==> src/rtl/wb_decoder_pkg.sv <==
// Shared types and constants for the Wishbone address decoder.
// FSM state encoding, timeout counter width and default timeout.
package wb_decoder_pkg;

    localparam int CNT_W       = 16;
    localparam int TIMEOUT_DEF = 1024;

    typedef enum logic [1:0] {
        IDLE,
        ACTIVE,
        ERR,
        DRAIN
    } state_t;

endpackage

==> src/rtl/wb_timeout.sv <==
// Saturating no-ack cycle counter for the Wishbone decoder.
// expired is high once TIMEOUT-1 running cycles have been counted.
module wb_timeout
    import wb_decoder_pkg::*;
#(
    parameter int TIMEOUT = TIMEOUT_DEF
) (
    input  logic clk_i,
    input  logic rst_i,
    input  logic clr,
    input  logic run,
    output logic expired
);

    localparam logic [CNT_W-1:0] LIMIT = CNT_W'(TIMEOUT - 1);

    logic [CNT_W-1:0] cnt;

    always_ff @(posedge clk_i) begin
        if (rst_i || clr) begin
            cnt <= '0;
        end else if (run && (cnt != '1)) begin
            cnt <= cnt + 1'b1;
        end
    end

    assign expired = (cnt >= LIMIT);

endmodule

==> src/rtl/wb_decoder.sv <==
// Wishbone 1-to-N address decoder with timeout and error drain.
// Optional fault address log: define WB_DECODER_FAULT_LOG_EN.
module wb_decoder
    import wb_decoder_pkg::*;
#(
    parameter int                NPORTS   = 16,
    parameter int                BASE     = 28,
    parameter logic [NPORTS-1:0] PORT_MAP = '1,
    parameter int                TIMEOUT  = TIMEOUT_DEF
) (
    input  logic                 clk_i,
    input  logic                 rst_i,
    input  logic                 m_cyc,
    input  logic                 m_stb,
    input  logic                 m_we,
    input  logic [31:0]          m_adr,
    input  logic [3:0]           m_sel,
    input  logic [31:0]          m_dat_i,
    output logic [31:0]          m_dat_o,
    output logic                 m_ack,
    output logic                 m_err,
    output logic [NPORTS-1:0]    p_cyc,
    output logic [NPORTS-1:0]    p_stb,
    output logic                 p_we,
    output logic [31:0]          p_adr,
    output logic [3:0]           p_sel,
    output logic [31:0]          p_dat_o,
    input  logic [NPORTS-1:0]    p_ack,
    input  logic [NPORTS*32-1:0] p_dat_i,
    output logic                 bus_error
`ifdef WB_DECODER_FAULT_LOG_EN
    ,
    output logic [31:0]          fault_adr,
    output logic                 fault_valid,
    input  logic                 fault_clr
`endif
);

    localparam int SW = (NPORTS > 1) ? $clog2(NPORTS) : 1;

    state_t          state, state_n;
    logic [SW-1:0]   sel_q;
    logic [SW-1:0]   sel;
    logic            req;
    logic            clr;
    logic            run;
    logic            expired;

    assign sel = m_adr[BASE +: SW];
    assign req = m_cyc && m_stb;

    assign p_we    = m_we;
    assign p_adr   = m_adr;
    assign p_sel   = m_sel;
    assign p_dat_o = m_dat_i;

    always_ff @(posedge clk_i) begin
        if (rst_i) begin
            state <= IDLE;
            sel_q <= '0;
        end else begin
            state <= state_n;
            if (state == IDLE && req && PORT_MAP[sel]) begin
                sel_q <= sel;
            end
        end
    end

    wb_timeout #(
        .TIMEOUT (TIMEOUT)
    ) u_timeout (
        .clk_i   (clk_i),
        .rst_i   (rst_i),
        .clr     (clr),
        .run     (run),
        .expired (expired)
    );

    always_comb begin
        state_n = state;
        p_cyc   = '0;
        p_stb   = '0;
        m_ack   = 1'b0;
        m_err   = 1'b0;
        m_dat_o = '0;
        clr     = 1'b0;
        run     = 1'b0;
        unique case (state)
            IDLE: begin
                clr = 1'b1;
                if (req) begin
                    state_n = PORT_MAP[sel] ? ACTIVE : ERR;
                end
            end
            ACTIVE: begin
                p_cyc[sel_q] = m_cyc;
                p_stb[sel_q] = m_stb;
                m_ack        = p_ack[sel_q];
                m_dat_o      = p_dat_i[{sel_q, 5'd0} +: 32];
                if (!m_cyc) begin
                    state_n = IDLE;
                    clr     = 1'b1;
                end else if (p_ack[sel_q]) begin
                    state_n = IDLE;
                end else if (expired) begin
                    state_n = ERR;
                end else begin
                    run = 1'b1;
                end
            end
            ERR: begin
                m_err   = 1'b1;
                state_n = DRAIN;
            end
            DRAIN: begin
                if (!m_cyc) begin
                    state_n = IDLE;
                end
            end
            default: state_n = IDLE;
        endcase
        // Outputs are quiet for the whole reset cycle, not just after it.
        if (rst_i) begin
            p_cyc   = '0;
            p_stb   = '0;
            m_ack   = 1'b0;
            m_err   = 1'b0;
            m_dat_o = '0;
        end
    end

    assign bus_error = m_err;

`ifdef WB_DECODER_FAULT_LOG_EN
    always_ff @(posedge clk_i) begin
        if (rst_i) begin
            fault_adr   <= '0;
            fault_valid <= 1'b0;
        end else if (m_err && (!fault_valid || fault_clr)) begin
            fault_adr   <= m_adr;
            fault_valid <= 1'b1;
        end else if (fault_clr) begin
            fault_valid <= 1'b0;
        end
    end
`endif

endmodule

==> config.mk <==
export PLATFORM = sky130hd
export DESIGN_NAME = wb_decoder
export DESIGN_NICKNAME = d
export VERILOG_FILES = /design/src/rtl/wb_decoder_pkg.sv /design/src/rtl/wb_timeout.sv /design/src/rtl/wb_decoder.sv
export SDC_FILE = /design/constraint.sdc
export NUM_CORES = 1
export LEC_CHECK = 0
export ABC_AREA = 1
export CORE_AREA = 2 2 289 291
export CTS_BUF_LIST = sky130_fd_sc_hd__clkbuf_2
export CTS_CLUSTER_SIZE = 16
export DETAILED_ROUTE_END_ITERATION = 10
export DIE_AREA = 0 0 291 293
export GPL_ROUTABILITY_DRIVEN = 0
export GPL_TIMING_DRIVEN = 0
export SLEW_MARGIN = 20
export SYNTH_ARGS = -nofsm -noshare
export SYNTH_HDL_FRONTEND = slang
export SYNTH_SLANG_ARGS = --single-unit
==> constraint.sdc <==
create_clock -name clk_i -period 1.79 [get_ports clk_i]
set_input_delay 0.358 -clock clk_i [delete_from_list [all_inputs] [get_ports clk_i]]
set_output_delay 0.358 -clock clk_i [all_outputs]
set_load 0.03 [all_outputs]
==> impl_metrics.env <==
export IMPL_clk_pin_slew_ns=0.23
export IMPL_vias=10800
export IMPL_status="complete, but fails checks"
export IMPL_clockBufferDepth=2
export IMPL_path_max_fanout=6
export IMPL_dp_hpwl_mm=63.6
export IMPL_grt_pass1_vias=11100
export IMPL_htree_levels=1
export IMPL_grt_overflow=0
export IMPL_start_util_pct=6.62
export IMPL_finalSetupTns_ns=-46.40
export IMPL_stdcell_count=2799
export IMPL_detail_route_antenna_nets=0
export IMPL_die_w_um=291
export IMPL_drt_pass1_iterations=5
export IMPL_min_path_type="flip-flop to flip-flop"
export IMPL_violations="setup timing"
export IMPL_fmax_mhz=361
export IMPL_dieArea_um2=85300
export IMPL_min_path_cells=2
export IMPL_r2r_cells=17
export IMPL_whs_ns=0.442
export IMPL_skew_ns=0.00205
export IMPL_synth_fp_nets=1521
export IMPL_period_needed_ns=2.77
export IMPL_drt_wl_total_mm=79.5
export IMPL_setup_slack_ns=-0.983
export IMPL_seq_area_frac_synth_pct=8.12
export IMPL_cellLeakagePower_nw=6.67
export IMPL_drtIter0Drc=483
export IMPL_cp_required_ns=1.43
export IMPL_fin_crit_sh_pct=155
export IMPL_end_kind="output port"
export IMPL_cts_tree="yes"
export IMPL_syn_avg_cell_area_um2=5.90
export IMPL_numCtsBuffers=3
export IMPL_io_buffers=671
export IMPL_root_buffer="clkbuf_2"
export IMPL_routedWlPerCell_um=28.4
export IMPL_setup_viol=78
export IMPL_slew_headroom_pct=49.3
export IMPL_tightestPinTransition_ns=0.760
export IMPL_final_nets=2323
export IMPL_ios=737
export IMPL_arrival_ns=2.41
export IMPL_ir_drop_uv=251
export IMPL_critPathKind="flip-flop to output port"
export IMPL_grt_max_degree=14
export IMPL_grt_usage_pct=17.4
export IMPL_clock_sinks=22
export IMPL_postPlaceCellArea_um2=14200
export IMPL_grt_setup_unrepaired="true"
export IMPL_core_um2=81800
export IMPL_num_rows=105
export IMPL_stdcell_area_um2=18400
export IMPL_final_cell_mix="clkdlybuf4s50_1 (598), nand2_1 (175), a22oi_1 (172)"
export IMPL_area_delta_synth_final_pct=238
export IMPL_synth_distinct_cells=26
export IMPL_power_density_nw_per_um2=385
export IMPL_cp_start_kind="flip-flop"
export IMPL_max_cap_violations=0
export IMPL_yosys_warnings=0
export IMPL_syn_inst=919
export IMPL_netlist_area_um2=5420
export IMPL_vias_per_cell=3.85
export IMPL_hold_violations=0
export IMPL_finalMaxSlewViolations=0
export IMPL_layout_commonest_cell="clkdlybuf4s50_1"
export IMPL_drc_errors=0
export IMPL_grt_pass1_wl_mm=99.9
export IMPL_dp_cells=2660
export IMPL_final_layout_size_suffix_gt1_share_pct=38.7
export IMPL_grt_antenna_before_repair=27
export IMPL_insertion_delay_ns=0.34
export IMPL_synth_seq_cells=22
export IMPL_die_h_um=293
export IMPL_total_power_mw=7.07
## final cells by class
cell class                      count  area, um^2
Antenna cell                        9        22.5
Buffer                            138        1650
Clock buffer                        3        15.0
Clock inverter                      1        30.0
Fill cell                        9014       63500
Inverter                           37         194
Multi-Input combinational cell    713        5830
Sequential cell                    22         463
Tap cell                         1070        1340
Timing Repair Buffer              806        8810
## layer usage
layer  vias to the layer above  GRT usage (%)  share of wire, %
met5                         -              0              0.14
met4                        18           4.64               3.7
met3                       117           4.76               7.8
met2                       629           30.7                48
met1                      5107           20.8                40
li1                       4914              -                 -
## report_power, final
part / total [mW] / leakage [nW] / internal [mW] / switching (mW)
Combinational: 6.17 / 6.46 / 3.20 / 2.97
Clock: 0.362 / 0.0266 / 0.192 / 0.169
Sequential: 0.542 / 0.182 / 0.506 / 0.0365
## flip-flops by register name (all words and copies together) (netlist names), named ones only
signal / cells
u_timeout.cnt: 16
state: 1
sel_q: 4
## metrics by stage
| stage | utilization, % | setup slack (ns) |
|---|---|---|
| after CTS | 21.5 | -1.00 |
| after floorplan | - | -0.155 |
| after global placement | 17.4 | -2.41 |
| after detailed placement | 17.4 | -2.40 |
| after global routing | 22.4 | -1.05 |
| final | 22.4 | -0.983 |
## worst max-delay path, cell delays in order, from the launching register on
cell	delay, ns
dfxtp_4	0.42
buf_8	0.14
nand2_8	0.08
inv_12	0.05
buf_16	0.15
buf_12	0.14
buf_16	0.15
a22oi_2	0.43
nand2_1	0.14
nand2_2	0.10
a41oi_4	0.09
buf_6	0.16
## Yosys cell counts (all sizes together)
library cell	n	area share, %
a21oi	38	3.5
a22o	5	0.81
a22oi	256	35
a31oi	10	1.2
a41oi	17	2.7
buf	123	15
clkbuf	24	1.7
dfxtp	22	8.1
ha	1	0.23
inv	37	2.6
nand2	269	19
nand3	8	0.92
nand4	3	0.35
nor2	69	5.4
nor3	15	1.4
o21ai	21	1.9
o21bai	1	0.14
## cell families (layout without fill, tap and decap cells)
kind of cell,Yosys count,in the layout,share of synthesized area [%]
AND/OR/NAND/NOR,364,364,26.7
adder cells (fa/ha/maj),1,1,0.231
other,0,9,0
flip-flops,22,22,8.12
AO/OA/AOI/OAI,348,348,45.7
buffers and inverters,184,985,19.2
## timing repair
| item | in CTS | in global routing |
|---|---|---|
| endpoints found under the setup margin | 83 | 79 |
| buffers inserted | 99 | 23 |
| pin swaps | 101 | 87 |
| gates cloned | 14 | 7 |
| hold buffers | 0 | 0 |
| resized for setup | 931 | 137 |
## final timing paths
path                          start                 to  slack [ns]
hold / removal    u_timeout.cnt[11]  u_timeout.cnt[11]        0.44
hold reg to reg   u_timeout.cnt[11]  u_timeout.cnt[11]        0.44
setup reg to reg           sel_q[0]   u_timeout.cnt[9]       -0.23
setup / recovery           sel_q[0]         m_dat_o[1]       -0.98
(Power assumes the default switching activity.)
